## config.mk

```make
export PLATFORM = sky130hd
export DESIGN_NAME = iter16_divider
export DESIGN_NICKNAME = d
export VERILOG_FILES = /design/src/rtl/iter16_divider_pkg.sv /design/src/rtl/iter16_divider_step.sv /design/src/rtl/iter16_divider.sv
export SDC_FILE = /design/constraint.sdc
export NUM_CORES = 1
export LEC_CHECK = 0
export BUFFER_PORTS_ARGS = -buffer_cell sky130_fd_sc_hd__buf_2
export CAP_MARGIN = 20
export CORE_MARGIN = 3
export CORE_UTILIZATION = 53
export CTS_CLUSTER_DIAMETER = 200
export DETAILED_ROUTE_END_ITERATION = 7
export PLACE_DENSITY = 0.73
export SETUP_SLACK_MARGIN = 0.02
export SLEW_MARGIN = 20
export SYNTH_ARGS = -nofsm -noshare
export SYNTH_HDL_FRONTEND = slang
export SYNTH_HIERARCHICAL = 1
export SYNTH_SLANG_ARGS = --single-unit
```

## constraint.sdc

```tcl
create_clock -name clk -period 5.4 [get_ports clk]
set_input_delay 0.27 -clock clk [delete_from_list [all_inputs] [get_ports clk]]
set_output_delay 0.27 -clock clk [all_outputs]
set_load 0.03 [all_outputs]
```

## src/rtl/iter16_divider_pkg.sv

```systemverilog
// div_pkg: shared constants for the iterative 32-bit unsigned divider.
//   DIV_W            operand width
//   DIV_ITER         compute cycles per operation
//   DIV_BITS_PER_CYC quotient bits retired per compute cycle
//   S_IDLE/S_OP/S_END FSM encodings (2'd3 is illegal and recovers to IDLE)
package div_pkg;

  localparam int DIV_W            = 32;
  localparam int DIV_ITER         = 16;
  localparam int DIV_BITS_PER_CYC = 2;
  localparam int CNT_W            = $clog2(DIV_ITER);

  localparam logic [1:0] S_IDLE = 2'd0;
  localparam logic [1:0] S_OP   = 2'd1;
  localparam logic [1:0] S_END  = 2'd2;

endpackage

```

## src/rtl/iter16_divider_step.sv

```systemverilog
// div_step: one combinational restoring-division step.
//   rem_in  [32:0] partial remainder in
//   quo_in  [31:0] shifting dividend/quotient in
//   dvs     [31:0] divisor
//   rem_out [32:0] partial remainder out
//   quo_out [31:0] dividend/quotient out, new quotient bit in [0]
module div_step
  import div_pkg::*;
(
  input  logic [DIV_W:0]   rem_in,
  input  logic [DIV_W-1:0] quo_in,
  input  logic [DIV_W-1:0] dvs,
  output logic [DIV_W:0]   rem_out,
  output logic [DIV_W-1:0] quo_out
);

  logic [DIV_W:0] sh;
  logic [DIV_W:0] dif;
  logic           ge;

  // Remainder stays below the divisor between steps, so the shifted value
  // always fits in 33 bits and the subtract never underflows when taken.
  assign sh      = {rem_in[DIV_W-1:0], quo_in[DIV_W-1]};
  assign ge      = (sh >= {1'b0, dvs});
  assign dif     = sh - {1'b0, dvs};
  assign rem_out = ge ? dif : sh;
  assign quo_out = {quo_in[DIV_W-2:0], ge};

endmodule

```

## src/rtl/iter16_divider.sv

```systemverilog
// iter16_divider: iterative 32-bit unsigned restoring divider, two quotient
// bits per cycle, 16 compute cycles. Shares the multiplier's handshake.
//   clk, rst_n  clock, synchronous active-low reset
//   in_valid    start request, sampled only in IDLE
//   dividend    unsigned dividend, captured with in_valid in IDLE
//   divisor     unsigned divisor, captured with dividend
//   result      registered {remainder, quotient}
//   out_valid   high for the single END cycle
//   stall       high while the processor must hold
// Optional build macro DIV_ZERO_FASTPATH_EN: a zero divisor skips the compute
// cycles and goes straight to END with the same result value.
module iter16_divider
  import div_pkg::*;
(
  input  logic                 clk,
  input  logic                 rst_n,
  input  logic                 in_valid,
  input  logic [DIV_W-1:0]     dividend,
  input  logic [DIV_W-1:0]     divisor,
  output logic [2*DIV_W-1:0]   result,
  output logic                 out_valid,
  output logic                 stall
);

  logic [1:0]         state_r, state_nx;
  logic [DIV_W-1:0]   quo_r;
  logic [DIV_W:0]     rem_r;
  logic [DIV_W-1:0]   dvs_r;
  logic [CNT_W-1:0]   cnt_r;
  logic [2*DIV_W-1:0] result_r;

  logic accept;
  logic last_op;

  // Chain of restoring steps evaluated in one cycle; entry 0 is the register
  // state, the final entry is next cycle's state.
  logic [DIV_BITS_PER_CYC:0][DIV_W:0]   rem_ch;
  logic [DIV_BITS_PER_CYC:0][DIV_W-1:0] quo_ch;

  assign rem_ch[0] = rem_r;
  assign quo_ch[0] = quo_r;

  genvar g;
  generate
    for (g = 0; g < DIV_BITS_PER_CYC; g++) begin : g_step
      div_step u_step (
        .rem_in  (rem_ch[g]),
        .quo_in  (quo_ch[g]),
        .dvs     (dvs_r),
        .rem_out (rem_ch[g+1]),
        .quo_out (quo_ch[g+1])
      );
    end
  endgenerate

  assign accept  = (state_r == S_IDLE) && in_valid;
  assign last_op = (state_r == S_OP) && (cnt_r == CNT_W'(DIV_ITER-1));

  always_comb begin
    state_nx = state_r;
    case (state_r)
      S_IDLE: begin
        if (in_valid) begin
          state_nx = S_OP;
`ifdef DIV_ZERO_FASTPATH_EN
          if (divisor == '0) state_nx = S_END;
`endif
        end
      end
      S_OP:    if (last_op) state_nx = S_END;
      S_END:   state_nx = S_IDLE;
      default: state_nx = S_IDLE;
    endcase
  end

  always_ff @(posedge clk) begin
    if (!rst_n) begin
      state_r  <= S_IDLE;
      quo_r    <= '0;
      rem_r    <= '0;
      dvs_r    <= '0;
      cnt_r    <= '0;
      result_r <= '0;
    end else begin
      state_r <= state_nx;
      if (accept) begin
        quo_r <= dividend;
        rem_r <= '0;
        dvs_r <= divisor;
        cnt_r <= '0;
`ifdef DIV_ZERO_FASTPATH_EN
        // Same value the full iteration would produce for a zero divisor.
        if (divisor == '0) result_r <= {dividend, {DIV_W{1'b1}}};
`endif
      end else if (state_r == S_OP) begin
        rem_r <= rem_ch[DIV_BITS_PER_CYC];
        quo_r <= quo_ch[DIV_BITS_PER_CYC];
        cnt_r <= cnt_r + 1'b1;
        // Capture the post-step values so END already shows the final answer.
        if (last_op)
          result_r <= {rem_ch[DIV_BITS_PER_CYC][DIV_W-1:0], quo_ch[DIV_BITS_PER_CYC]};
      end
    end
  end

  assign result    = result_r;
  assign out_valid = (state_r == S_END);
  assign stall     = accept || (state_r == S_OP);

endmodule

```

==> results of run 1 <==
-- through the flow --
stage | setup WS, ns | utilization | cells
finish | 0.311 | 0.581 | 1734
global route | 0.0269 | 0.581 | 1733
CTS | 0.101 | 0.577 | 1730
detailed placement | 0.136 | 0.548 | 1698
global placement | 0.261 | 0.548 | 1698
floorplan | 0.804 | - | 1429
-- layout by cell type, fill, tap and decap left out, drive strengths merged, types with 4 or more instances in the layout --
cell type  count
a21oi        216
nand2        181
dfxtp        166
buf          154
nor2         118
inv           97
ha            65
a22o          64
nor2b         39
a21o          33
o221a         32
o21ai         32
xnor2         31
xor2          24
nand3         20
clkbuf        17
nand4         15
nor3          15
mux2          13
o21a          11
o21bai        10
nand2b         9
a21boi         8
o31ai          7
a211oi         6
a31oi          6
o211ai         5
clkinv         5
nor4           4
a211o          4
and3           4
-- timing repair --
action | CTS | global route
resized for setup | 0 | 15
setup endpoints to repair | 0 | 24
setup buffers | 0 | 2
-- worst max-delay path by stage --
stage / end / slack (ns) / depth (start not counted)
3_5_place_dp: rem_r[30]$_SDFFE_PP0N_ / 0.14 / 22
6_report: result[63]$_SDFFE_PN0P_ / 0.31 / 21
4_1_cts: rem_r[30]$_SDFFE_PP0N_ / 0.10 / 23
5_1_grt: rem_r[30]$_SDFFE_PP0N_ / 0.03 / 22
3_3_place_gp: rem_r[30]$_SDFFE_PP0N_ / 0.26 / 23
2_1_floorplan: quo_r[0]$_SDFFE_PN0P_ / 0.80 / 23
-- worst max-delay path: stages, from the launching register on --
cell and delay, ns:
dfxtp_1 0.40, inv_1 0.06, ha_1 0.23, fa_1 0.40
and2b_1 0.26, o21bai_4 0.09, a211oi_2 0.29, o31ai_2 0.11
a21oi_2 0.26, a21oi_2 0.14, o31ai_2 0.29, xnor2_1 0.11
mux2_4 0.29, ha_1 0.40, a21o_1 0.19, a21oi_1 0.26
inv_1 0.07, a2111oi_1 0.40, o31a_2 0.23, a2111oi_2 0.04
mux2_4 0.27, a22o_1 0.20
-- final cells by class --
type | count | area, µm²
Clock inverter | 15 | 189
Tap cell | 275 | 344
Inverter | 91 | 342
Antenna cell | 1 | 2.50
Clock buffer | 17 | 425
Multi-Input combinational cell | 1015 | 6740
Fill cell | 1949 | 8830
Sequential cell | 166 | 3320
Timing Repair Buffer | 154 | 887
-- per-layer routing --
metal  part of all wire  vias to the layer above
met1               0.45                     4675
met2               0.46                      332
met3              0.065                       38
met5                  0                        -
li1                   -                     4950
met4              0.016                        0
-- sequential cells by signal, indices dropped and copies added (netlist names) --
register  count
result       64
dvs_r        32
quo_r        32
rem_r        32
cnt_r         4
state_r       2
==> results.cfg, run 1 <==
[status]
status = finished clean

[setup_path]
cp_max_fo = 6
r2r_end = result[63]$_SDFFE_PN0P_
r2r_start = quo_r[31]$_SDFFE_PN0P_
critPathArrivalTime_ns = 5.43
crit_required_ns = 5.74
crit_start = quo_r[31]$_SDFFE_PN0P_
crit_type = flop to flop
startpoint_type = flop
timing.reg2reg.worst_path_depth = 21
cp-end-kind = flop
r2r_slack_ns = 0.31

[sta]
hold_violations = 0
relSlewSlack = 0.369
hold-worst-slack_ns = 0.0694
final_max_slew_viol_count = 0
worst_slew_pin_slew_ns = 0.946
fin_crit_ns = 5.09
fmax_mhz = 196
worst_clock_skew_ns = 0.0125
rsz0062_at_grt = no
setup_viol = 0
fin_crit_sh = 0.942
finalSetupTns_ns = 0

[synth]
syn_nets = 1563
avgSynthCellArea_um2 = 8.00
synth_cells = 1429
netlist_area_mm2 = 0.0114
ys.warnings.count = 6

[grt]
grtUsageTotal = 0.245
grt_max_degree = 71
grt_use_met1 = 0.327
grt_pass1_vias = 9457
use_met2 = 0.405
antenna_found_initial = 0
grt.overflow.total = 0
grt_pass1_wl_mm = 48.2
busiest_layer = met2
use_met3 = 0.0558

[route]
wl_per_cell_um = 17.2
drcViolationCount = 0
avgViaCountPerCell = 5.76
drt-initial-drc-count = 612
drtAntennaViolNets = 0
vias = 9995
drtPass1Iterations = 5
totalWireLength_mm = 29.8

[floorplan]
core_mm2 = 0.0211
io_pins = 133
initial_utilization = 0.542
dieHeight_um = 153
dieArea_mm2 = 0.0234
num_rows = 53
fp.dieW_um = 153

[clock_tree]
clkSinkCount = 166
cts_tree = built
clockBufferDepth = 2
cts.clk_slew.worst_paths_ns = 0.08
clk_latency_ns = 0.44
h-tree-depth = 4
cts_root_buf = clkbuf_16
hold_buffers = 0
cts_made_buffers = 17

[layout]
fin_nets = 1579
drive_gt1_frac = 0.202
area_delta_synth_final_pct = 7.19
fin_area_mm2 = 0.0123

[place]
dp_hpwl_mm = 21.2
io_buffers = 132
placed_cell_area_mm2 = 0.0116
gp_congestion = 1.01

[worst_hold_path]
hp-start = divisor[5]
min_path_cells = 3
hold_path_class = input pin to flop
holdPathEnd = dvs_r[5]$_SDFFE_PN0P_

[job]
drv_cap = 0
Power of run 1 is left out: the tool's default activity adds up to more than one toggle a clock period on the data nets, which glitch-free logic cannot reach.
==> inputs of run 2 (changes only) <==
--- a/config.mk
+++ b/config.mk
@@ -5,12 +5,14 @@
 export SDC_FILE = /design/constraint.sdc
 export NUM_CORES = 1
 export LEC_CHECK = 0
+export ABC_AREA = 1
 export BUFFER_PORTS_ARGS = -buffer_cell sky130_fd_sc_hd__buf_2
 export CAP_MARGIN = 20
 export CORE_MARGIN = 3
 export CORE_UTILIZATION = 53
 export CTS_CLUSTER_DIAMETER = 200
 export DETAILED_ROUTE_END_ITERATION = 7
+export HOLD_SLACK_MARGIN = 0.03
 export PLACE_DENSITY = 0.73
 export SETUP_SLACK_MARGIN = 0.02
 export SLEW_MARGIN = 20
==> run 2 against run 1 <==
  * Register-to-register slack gained 0.29 ns
  * First-iteration DRC count grew 79%
  * Non-clock buffer count shrank 8
  * Synthesized cell count grew 59%
  * Maximum frequency grew 6.0%
  * Routed wire length grew 37%
  * Critical path depth grew 5
  * Worst setup slack gained 0.29 ns
  * Via count grew 34%
  * Hold slack gained 0.019 ns
==> results.cfg, run 2 <==
[route]
wl_per_cell_um = 15.5
drtAntennaViolNets = 0
avgViaCountPerCell = 5.08
drtPass1Iterations = 7
vias = 13386
drt-initial-drc-count = 1096
totalWireLength_mm = 40.8
drcViolationCount = 0

[status]
status = finished clean

[worst_hold_path]
hold_path_class = input pin to flop

[setup_path]
max_stage_delay_ns = 0.55
cp_max_fo = 36
critPathSlowestCell = dfxtp_1
critPathArrivalTime_ns = 5.18
startpoint_type = flop
cp-end-kind = flop
crit_required_ns = 5.77
crit_type = flop to flop
crit_top_cell = nand2_1

[sta]
fin_crit_sh = 0.889
final_max_slew_viol_count = 0
fin_crit_ns = 4.80
worst_slew_pin_slew_ns = 1.09
setup_viol = 0
hold_violations = 0
hold-worst-slack_ns = 0.0883
finalSetupTns_ns = 0
relSlewSlack = 0.273
fmax_mhz = 208
worst_clock_skew_ns = 0.0150
rsz0062_at_grt = no

[layout]
instances_no_fill = 2634
antenna_cells = 0
final_cell_mix = nand2_1, inv_1, nor2_1, nand3_1, dfxtp_1
drive_gt1_frac = 0.112
fillCellCount = 2532
final_common_cell = nand2_1
area_delta_synth_final_pct = 6.85
largest_reg_flops = 64
fin_nets = 2431

[clock_tree]
clk_latency_ns = 0.44
clkSinkCount = 166
cts_tree = built
cts_made_buffers = 17
cts_root_buf = clkbuf_16
clockBufferDepth = 2
cts.clk_slew.worst_paths_ns = 0.08
h-tree-depth = 4

[floorplan]
core_mm2 = 0.0244
fp.dieW_um = 164
dieHeight_um = 164
num_rows = 57
initial_utilization = 0.542
dieArea_mm2 = 0.0269
io_pins = 133

[synth]
syn_nets = 2403
avgSynthCellArea_um2 = 5.83
ys.warnings.count = 6
netlist_area_mm2 = 0.0132
synth_cells = 2269

[grt]
grtUsageTotal = 0.303
antenna_found_initial = 0
grt_pass1_vias = 12537
grt_max_degree = 70
grt.overflow.total = 0
grt_pass1_wl_mm = 64.9

[place]
place_inst = 2598
gp_congestion = 1.00
dp_hpwl_mm = 30.9
io_buffers = 132

[job]
drv_cap = 0
[run 2: final timing paths]
kind / end / slack [ns] / from / depth (start not counted)
setup / recovery: rem_r[0]$_SDFFE_PP0N_ / 0.60 / dvs_r[1]$_SDFFE_PN0P_ / 26
hold / removal: dvs_r[1]$_SDFFE_PN0P_ / 0.09 / divisor[1] / 3
setup reg to reg: rem_r[0]$_SDFFE_PP0N_ / 0.60 / dvs_r[1]$_SDFFE_PN0P_ / 26
hold reg to reg: result[9]$_SDFFE_PN0P_ / 0.46 / quo_r[7]$_SDFFE_PN0P_ / 2
[run 2: metrics by stage]
step | utilization | setup WS (ns) | area (µm²)
2_1_floorplan | - | 2.01 | 13200
5_1_grt | 0.579 | 0.142 | 14100
6_report | 0.579 | 0.597 | 14100
3_3_place_gp | 0.554 | 0.337 | 13500
4_1_cts | 0.578 | 0.231 | 14100
3_5_place_dp | 0.554 | 0.246 | 13500
[run 2: routing by layer]
metal / GRT usage / vias to the layer above / routed length [µm]
met5: 0 / - / 0
met4: 0.0688 / 0 / 771
met3: 0.0590 / 45 / 3360
met2: 0.475 / 461 / 17800
met1: 0.432 / 6007 / 18900
li1: - / 6873 / -
[run 2: cell type report]
type                       instances  area (µm²)  share of cell area
clock buffer                      18         429              0.0304
multi-input combinational       1603        7670               0.543
timing repair buffer             146         768              0.0544
clock inverter                    14         164              0.0116
inverter                         363        1370              0.0966
sequential                       166        3320               0.235
tap                              324         405              0.0287
[run 2: critical path, delay by kind of cell, from the launching register on]
family          cells  cell delay [ns]
compound gates      2             0.46
fa+ha+maj           2             0.65
buf+inv             2             0.14
simple gates       20             2.88
flops               1             0.55
[run 2: timing repair]
item                                    in CTS  in global routing
gates resized for setup                      0                  1
endpoints found under the setup margin       0                 66
hold buffers                                 0                  0
buffers inserted                             0                  3
endpoints found under the hold margin        0                  0
Power of run 2 is left out for the same reason.
